**src/rtl/cpu_regfile_pkg.sv**
```systemverilog
// Shared defaults and helper types for the CPU register file (width defaults used by
// the decode and writeback stages too).
package cpu_regfile_pkg;
   localparam int CPU_DATA_W     = 32;
   localparam int CPU_REG_ADDR_W = 5;

   // Where a read port takes its data from this cycle.
   typedef enum logic {
      RD_STORED = 1'b0,
      RD_BYPASS = 1'b1
   } rd_src_e;

   function automatic int num_bytes(int data_w);
      return data_w / 8;
   endfunction
endpackage

```
**src/rtl/cpu_regfile_if.sv**
```systemverilog
// Write port and two read ports of the register file; the writeback/decode side is master.
interface cpu_regfile_if
   import cpu_regfile_pkg::*;
#(
   parameter int DATA_W = CPU_DATA_W,
   parameter int ADDR_W = CPU_REG_ADDR_W
) ();
   logic                             we;
   logic [ADDR_W-1:0]                waddr;
   logic [DATA_W-1:0]                wdata;
   logic [num_bytes(DATA_W)-1:0]     wbe;
   logic [ADDR_W-1:0]                raddr_a;
   logic [DATA_W-1:0]                rdata_a;
   logic [ADDR_W-1:0]                raddr_b;
   logic [DATA_W-1:0]                rdata_b;

   modport master (
      output we, waddr, wdata, wbe, raddr_a, raddr_b,
      input  rdata_a, rdata_b
   );

   modport slave (
      input  we, waddr, wdata, wbe, raddr_a, raddr_b,
      output rdata_a, rdata_b
   );
endinterface

```
**src/rtl/cpu_regfile_reg_cell.sv**
```systemverilog
// One DATA_W-wide register with per-byte write enables and a synchronous active-low
// reset to RST_VAL; reset wins over any byte enable.
module reg_cell
   import cpu_regfile_pkg::*;
#(
   parameter int                DATA_W  = CPU_DATA_W,
   parameter logic [DATA_W-1:0] RST_VAL = '0
) (
   input  logic                         clk,
   input  logic                         rst_n,
   input  logic [num_bytes(DATA_W)-1:0] be_i,
   input  logic [DATA_W-1:0]            d_i,
   output logic [DATA_W-1:0]            q_o
);
   localparam int NB = num_bytes(DATA_W);

   logic [DATA_W-1:0] q_q, q_d;

   always_comb begin
      q_d = q_q;
      for (int i = 0; i < NB; i++) begin
         if (be_i[i]) q_d[8*i +: 8] = d_i[8*i +: 8];
      end
   end

   always_ff @(posedge clk) begin
      if (!rst_n) q_q <= RST_VAL;
      else        q_q <= q_d;
   end

   assign q_o = q_q;
endmodule

```
**src/rtl/cpu_regfile.sv**
```systemverilog
// NUM_REGS x DATA_W register file: one byte-enabled synchronous write port, two
// combinational read ports. Define REGFILE_BYPASS_EN for same-cycle write-through.
module cpu_regfile
   import cpu_regfile_pkg::*;
#(
   parameter int                DATA_W    = CPU_DATA_W,
   parameter int                ADDR_W    = CPU_REG_ADDR_W,
   parameter bit                ZERO_REG0 = 1'b1,
   parameter logic [DATA_W-1:0] RST_VAL   = '0
) (
   input  logic         clk,
   input  logic         rst_n,
   cpu_regfile_if.slave bus
);
   localparam int NUM_REGS = 2 ** ADDR_W;
   localparam int NB       = num_bytes(DATA_W);

   logic [NUM_REGS-1:0][DATA_W-1:0] regs;
   logic [DATA_W-1:0]               wr_merged;
   logic                            byp_a, byp_b;
   rd_src_e                         src_a, src_b;

   for (genvar g = 0; g < NUM_REGS; g++) begin : g_reg
      if (ZERO_REG0 && g == 0) begin : g_zero
         assign regs[g] = '0;
      end else begin : g_cell
         logic [NB-1:0] be;
         assign be = (bus.we && bus.waddr == ADDR_W'(g)) ? bus.wbe : '0;
         reg_cell #(
            .DATA_W (DATA_W),
            .RST_VAL(RST_VAL)
         ) u_cell (
            .clk  (clk),
            .rst_n(rst_n),
            .be_i (be),
            .d_i  (bus.wdata),
            .q_o  (regs[g])
         );
      end
   end

   // Value reg[waddr] will hold after this edge; only ever selected by the bypass.
   always_comb begin
      wr_merged = regs[bus.waddr];
      for (int i = 0; i < NB; i++) begin
         if (bus.wbe[i]) wr_merged[8*i +: 8] = bus.wdata[8*i +: 8];
      end
   end

`ifdef REGFILE_BYPASS_EN
   logic wr_live;
   assign wr_live = bus.we && rst_n && !(ZERO_REG0 && bus.waddr == '0);
   assign byp_a   = wr_live && (bus.raddr_a == bus.waddr);
   assign byp_b   = wr_live && (bus.raddr_b == bus.waddr);
`else
   assign byp_a = 1'b0;
   assign byp_b = 1'b0;
`endif

   assign src_a = byp_a ? RD_BYPASS : RD_STORED;
   assign src_b = byp_b ? RD_BYPASS : RD_STORED;

   assign bus.rdata_a = (src_a == RD_BYPASS) ? wr_merged : regs[bus.raddr_a];
   assign bus.rdata_b = (src_b == RD_BYPASS) ? wr_merged : regs[bus.raddr_b];
endmodule
```
**src/flat_wrapper.sv**
```systemverilog
// flat-port wrapper written by rule: the top's interface ports become plain ports
module cpu_regfile_flat import cpu_regfile_pkg::*;
#(
   parameter int                DATA_W    = CPU_DATA_W,
   parameter int                ADDR_W    = CPU_REG_ADDR_W,
   parameter bit                ZERO_REG0 = 1'b1,
   parameter logic [DATA_W-1:0] RST_VAL   = '0
)
  (clk, rst_n, bus_we, bus_waddr, bus_wdata, bus_wbe, bus_raddr_a, bus_raddr_b, bus_rdata_a, bus_rdata_b);
  cpu_regfile_if #(.DATA_W(DATA_W), .ADDR_W(ADDR_W)) bus_i ();
  input  logic clk;
  input  logic rst_n;
  input wire logic [$bits(bus_i.we)-1:0] bus_we;
  input wire logic [$bits(bus_i.waddr)-1:0] bus_waddr;
  input wire logic [$bits(bus_i.wdata)-1:0] bus_wdata;
  input wire logic [$bits(bus_i.wbe)-1:0] bus_wbe;
  input wire logic [$bits(bus_i.raddr_a)-1:0] bus_raddr_a;
  input wire logic [$bits(bus_i.raddr_b)-1:0] bus_raddr_b;
  output wire logic [$bits(bus_i.rdata_a)-1:0] bus_rdata_a;
  output wire logic [$bits(bus_i.rdata_b)-1:0] bus_rdata_b;
  assign bus_i.we = bus_we;
  assign bus_i.waddr = bus_waddr;
  assign bus_i.wdata = bus_wdata;
  assign bus_i.wbe = bus_wbe;
  assign bus_i.raddr_a = bus_raddr_a;
  assign bus_i.raddr_b = bus_raddr_b;
  assign bus_rdata_a = bus_i.rdata_a;
  assign bus_rdata_b = bus_i.rdata_b;
  cpu_regfile #(.DATA_W(DATA_W), .ADDR_W(ADDR_W), .ZERO_REG0(ZERO_REG0), .RST_VAL(RST_VAL)) u_core (.clk(clk), .rst_n(rst_n), .bus(bus_i));
endmodule
```
**config.mk**
```make
export PLATFORM = sky130hd
export DESIGN_NAME = cpu_regfile_flat
export DESIGN_NICKNAME = d
export VERILOG_FILES = /design/src/rtl/cpu_regfile_pkg.sv /design/src/rtl/cpu_regfile_if.sv /design/src/rtl/cpu_regfile_reg_cell.sv /design/src/rtl/cpu_regfile.sv /design/src/flat_wrapper.sv
export SDC_FILE = /design/constraint.sdc
export NUM_CORES = 2
export LEC_CHECK = 0
export CAP_MARGIN = 20
export CORE_AREA = 2 2 357 394
export CTS_CLUSTER_DIAMETER = 100
export DETAILED_ROUTE_END_ITERATION = 8
export DIE_AREA = 0 0 359 396
export HOLD_SLACK_MARGIN = 0.06
export PLACE_DENSITY = 0.61
export SLEW_MARGIN = 20
export SYNTH_ARGS = -nofsm -noshare
export SYNTH_HDL_FRONTEND = slang
export SYNTH_HIERARCHICAL = 1
export SYNTH_SLANG_ARGS = --single-unit
```
**constraint.sdc**
```tcl
create_clock -name clk -period 5.8 [get_ports clk]
set_clock_uncertainty 0.15 [all_clocks]
set_input_delay 0.58 -clock clk [delete_from_list [all_inputs] [get_ports clk]]
set_output_delay 0.58 -clock clk [all_outputs]
set_load 0.02 [all_outputs]
```
==> impl_metrics.py <==
metrics = {
    "cts": {
        "clockBufferDepth": 3,
        "root_buffer": "clkbuf_16",
        "cts_num_sinks": 992,
        "cts_tree": "yes",
        "clk_latency_ps": 710,
        "cts-resized-gates": 0,
        "post_cts_buffers": 0,
        "cts-htree-levels": 3,
        "clkTransAtPathRegs_ps": 60,
        "postCtsHoldBufs": 0,
        "numCtsBuffers": 105,
    },
    "finish": {
        "fillers": 12800,
        "largest_register_ff_count": 992,
        "multi_input_area_um2": 32200,
        "regArea_um2": 19900,
        "syn_to_final_growth_pct": 9.72,
        "drive_gt1_share_pct": 16.1,
        "final_area_um2": 60300,
        "layout.nets": 4736,
    },
    "yosys": {
        "syn-cell-area_um2": 55000,
        "synthesis.nets": 4843,
        "synthCells": 4789,
        "synth-seq-area-share_pct": 36.1,
        "ys_warn_count": 6,
        "syn_avg_cell_area_um2": 11.5,
        "synth.top_cell.area_share_pct": 36.1,
        "synth_top_area_cell": "dfxtp_1",
        "synth_cell_types": 25,
        "synth_area_leaders": "dfxtp_1 36%, mux2i_1 21%, mux4_2 16%, nor2b_1 11%, a22o_1 3.1%",
        "ys_seq_elements": 992,
    },
    "power": {
        "power.net_switching_w": 0.00377,
        "swShare_pct": 24.6,
        "p_int_w": 0.0116,
        "power_density_nw_per_um2": 254,
        "p_seq_share_pct": 44.7,
        "pwr-share-comb_pct": 8.2,
        "vdd_drop_max_mv": 0.234,
        "p_leak_nw": 18.4,
        "power.share.clock_pct": 47.1,
    },
    "timing": {
        "finalCritPeriodShare_pct": 81.9,
        "hold_ws_ps": 268,
        "setup_tns_ps": 0,
        "rsz0062_at_grt": "no",
        "worstMarginPinSlew_ps": 1370,
        "finalMaxSlewViolations": 0,
        "max_freq_mhz": 211,
        "finalSetupViolCount": 0,
        "hold_violations": 0,
        "min_period_ps": 4750,
        "slew_headroom_pct": 8.62,
    },
    "worst_setup_path": {
        "rr_endpoint": "u_core/g_reg[29].g_cell.u_cell/q_o[6]",
        "ff2ff_setup_slack_ps": 4970,
        "worstPathArrival_ps": 4020,
        "rr_worst_depth": 2,
        "path_max_fanout": 26,
        "reg2reg_from": "u_core/g_reg[29].g_cell.u_cell/q_o[6]",
        "setup.worst_path.start_class": "input port",
        "required_ps": 5070,
        "cp-end-kind": "output pin",
        "worstSetupPathType": "input port to output pin",
    },
    "floorplan": {
        "coreArea_um2": 138000,
        "die_height_um": 396,
        "rows": 143,
        "ios": 118,
        "die_w_um": 359,
        "start_util_pct": 39.9,
        "dieArea_um2": 142000,
    },
    "grt": {
        "grt_usage_pct": 24.2,
        "first_global_vias": 37600,
        "grt_pass1_wl_um": 260000,
        "grt-ovfl-total": 0,
        "antenna_found_initial": 21,
        "grt_max_degree": 245,
    },
    "job": {
        "cap_violations": 0,
    },
    "routing": {
        "drt_first_pass_iters": 8,
        "drtIter0Drc": 3487,
        "wire_per_inst_um": 26.8,
        "post-route-drc-count": 0,
        "drt_wl_total_um": 177000,
        "vias": 38100,
        "ant_nets": 0,
        "viasPerCell": 5.77,
    },
    "outcome": {
        "status": "complete, no violations",
    },
    "place": {
        "dpl.hpwl_um": 113000,
        "place.gp.congestion": 0.859,
        "io_buffers": 117,
        "placed_cell_area_um2": 56600,
    },
    "worst_hold_path": {
        "hold_depth": 2,
        "worstHoldPathType": "input port to register",
        "min_from": "rst_n",
        "hold_end": "u_core/g_reg[15].g_cell.u_cell/q_o[2]",
    },
}
logic make-up after synthesis:
logic type / count (synthesis) / share of synthesized area (%)
multiplexers: 1600 / 38.0
AND/OR/NAND/NOR: 1305 / 14.4
flip-flops: 992 / 36.1
AO/OA/AOI/OAI: 448 / 6.11
buffers and inverters: 444 / 5.42
worst max-delay path, stage by stage:
cell and delay, ps:
buf_2 540, nand2b_2 730, o22ai_1 420, a211oi_1 100, o31ai_1 850, clkdlybuf4s50_1 770
placed cells by master (no fill, tap or decap), types with 2 or more instances in the layout:
| cell | n |
|---|---|
| mux2i_1 | 1152 |
| nand3_1 | 4 |
| inv_6 | 3 |
| nand2_1 | 68 |
| mux4_2 | 384 |
| a211oi_1 | 64 |
| dfxtp_1 | 992 |
| o22ai_1 | 64 |
| and2_2 | 2 |
| buf_2 | 4 |
| nand2_2 | 2 |
| o21ai_1 | 64 |
| buf_8 | 5 |
| clkbuf_16 | 106 |
| buf_4 | 97 |
| nor2_4 | 2 |
| buf_12 | 19 |
| clkbuf_1 | 20 |
| and3_1 | 32 |
| bufinv_16 | 14 |
| clkdlybuf4s50_1 | 103 |
| clkinv_2 | 27 |
| diode_2 | 20 |
| nand2b_1 | 2 |
| mux2_2 | 64 |
| nor2b_1 | 995 |
| nand2b_2 | 2 |
| and2_1 | 156 |
| a22o_1 | 192 |
| nor2_2 | 3 |
| nor2b_4 | 6 |
| clkinv_8 | 3 |
| clkbuf_8 | 23 |
| nor2_1 | 29 |
| o31ai_1 | 64 |
synthesized netlist by cell type:
| cell type | n |
|---|---|
| nor2b_1 | 1001 |
| buf_2 | 140 |
| o22ai_1 | 64 |
| nor2_1 | 34 |
| mux2_2 | 64 |
| o31ai_1 | 64 |
| inv_2 | 1 |
| nand2_1 | 70 |
| nand3_1 | 4 |
| mux4_2 | 384 |
| nand4_1 | 1 |
| nand2b_1 | 4 |
| inv_1 | 1 |
| dfxtp_1 | 992 |
| or2_2 | 1 |
| o21ai_1 | 64 |
| buf_1 | 11 |
| a22o_1 | 192 |
| buf_4 | 24 |
| and2_1 | 158 |
| clkbuf_1 | 127 |
| buf_6 | 140 |
| and3_1 | 32 |
| mux2i_1 | 1152 |
| a211oi_1 | 64 |
per-stage QoR:
step                      total power [W]  setup WS, ps  cells  utilization (%)
after detailed placement          0.00826          1070   6387             41.0
final                              0.0154          1050   6604             43.7
after CTS                          0.0155          1070   6584             43.7
after global routing               0.0158          1080   6588             43.7
after global placement            0.00825          1130   6384             41.0
after floorplan                   0.00773          2890   4789                -
power by group through the flow:
stage               clock, W  combinational (W)  sequential (W)
finish               0.00724            0.00125         0.00686
global route         0.00765            0.00130         0.00686
CTS                  0.00737            0.00125         0.00686
detailed placement         0            0.00125         0.00701
global placement           0            0.00124         0.00701
floorplan                  0           0.000728         0.00701
final cells by class:
cell class | instances | share of cell area (%)
timing repair buffer | 228 | 3.70
clock buffer | 149 | 5.04
inverter | 2 | 0.0145
antenna | 20 | 0.0829
clock inverter | 48 | 1.06
sequential | 992 | 32.9
tap | 1812 | 3.76
multi-input combinational | 3353 | 53.4
worst max path at each step:
stage / from / endpoint / slack (ps)
after detailed placement: bus_raddr_b[2] / bus_rdata_b[7] / 1070
after CTS: bus_raddr_b[2] / bus_rdata_b[7] / 1070
after floorplan: bus_raddr_a[0] / bus_rdata_a[23] / 2890
final: bus_raddr_b[2] / bus_rdata_b[7] / 1050
after global routing: bus_raddr_b[2] / bus_rdata_b[7] / 1080
after global placement: bus_raddr_a[0] / bus_rdata_a[12] / 1130
metal layers:
layer | global-route usage, % | wire length [um] | up-vias
met5 | 0 | 123 | -
met4 | 9.34 | 6530 | 22
met3 | 5.15 | 12500 | 333
li1 | - | - | 17200
met2 | 39.6 | 82700 | 1372
met1 | 31.3 | 75100 | 19100
No activity file was read; power rests on OpenSTA's default activity.
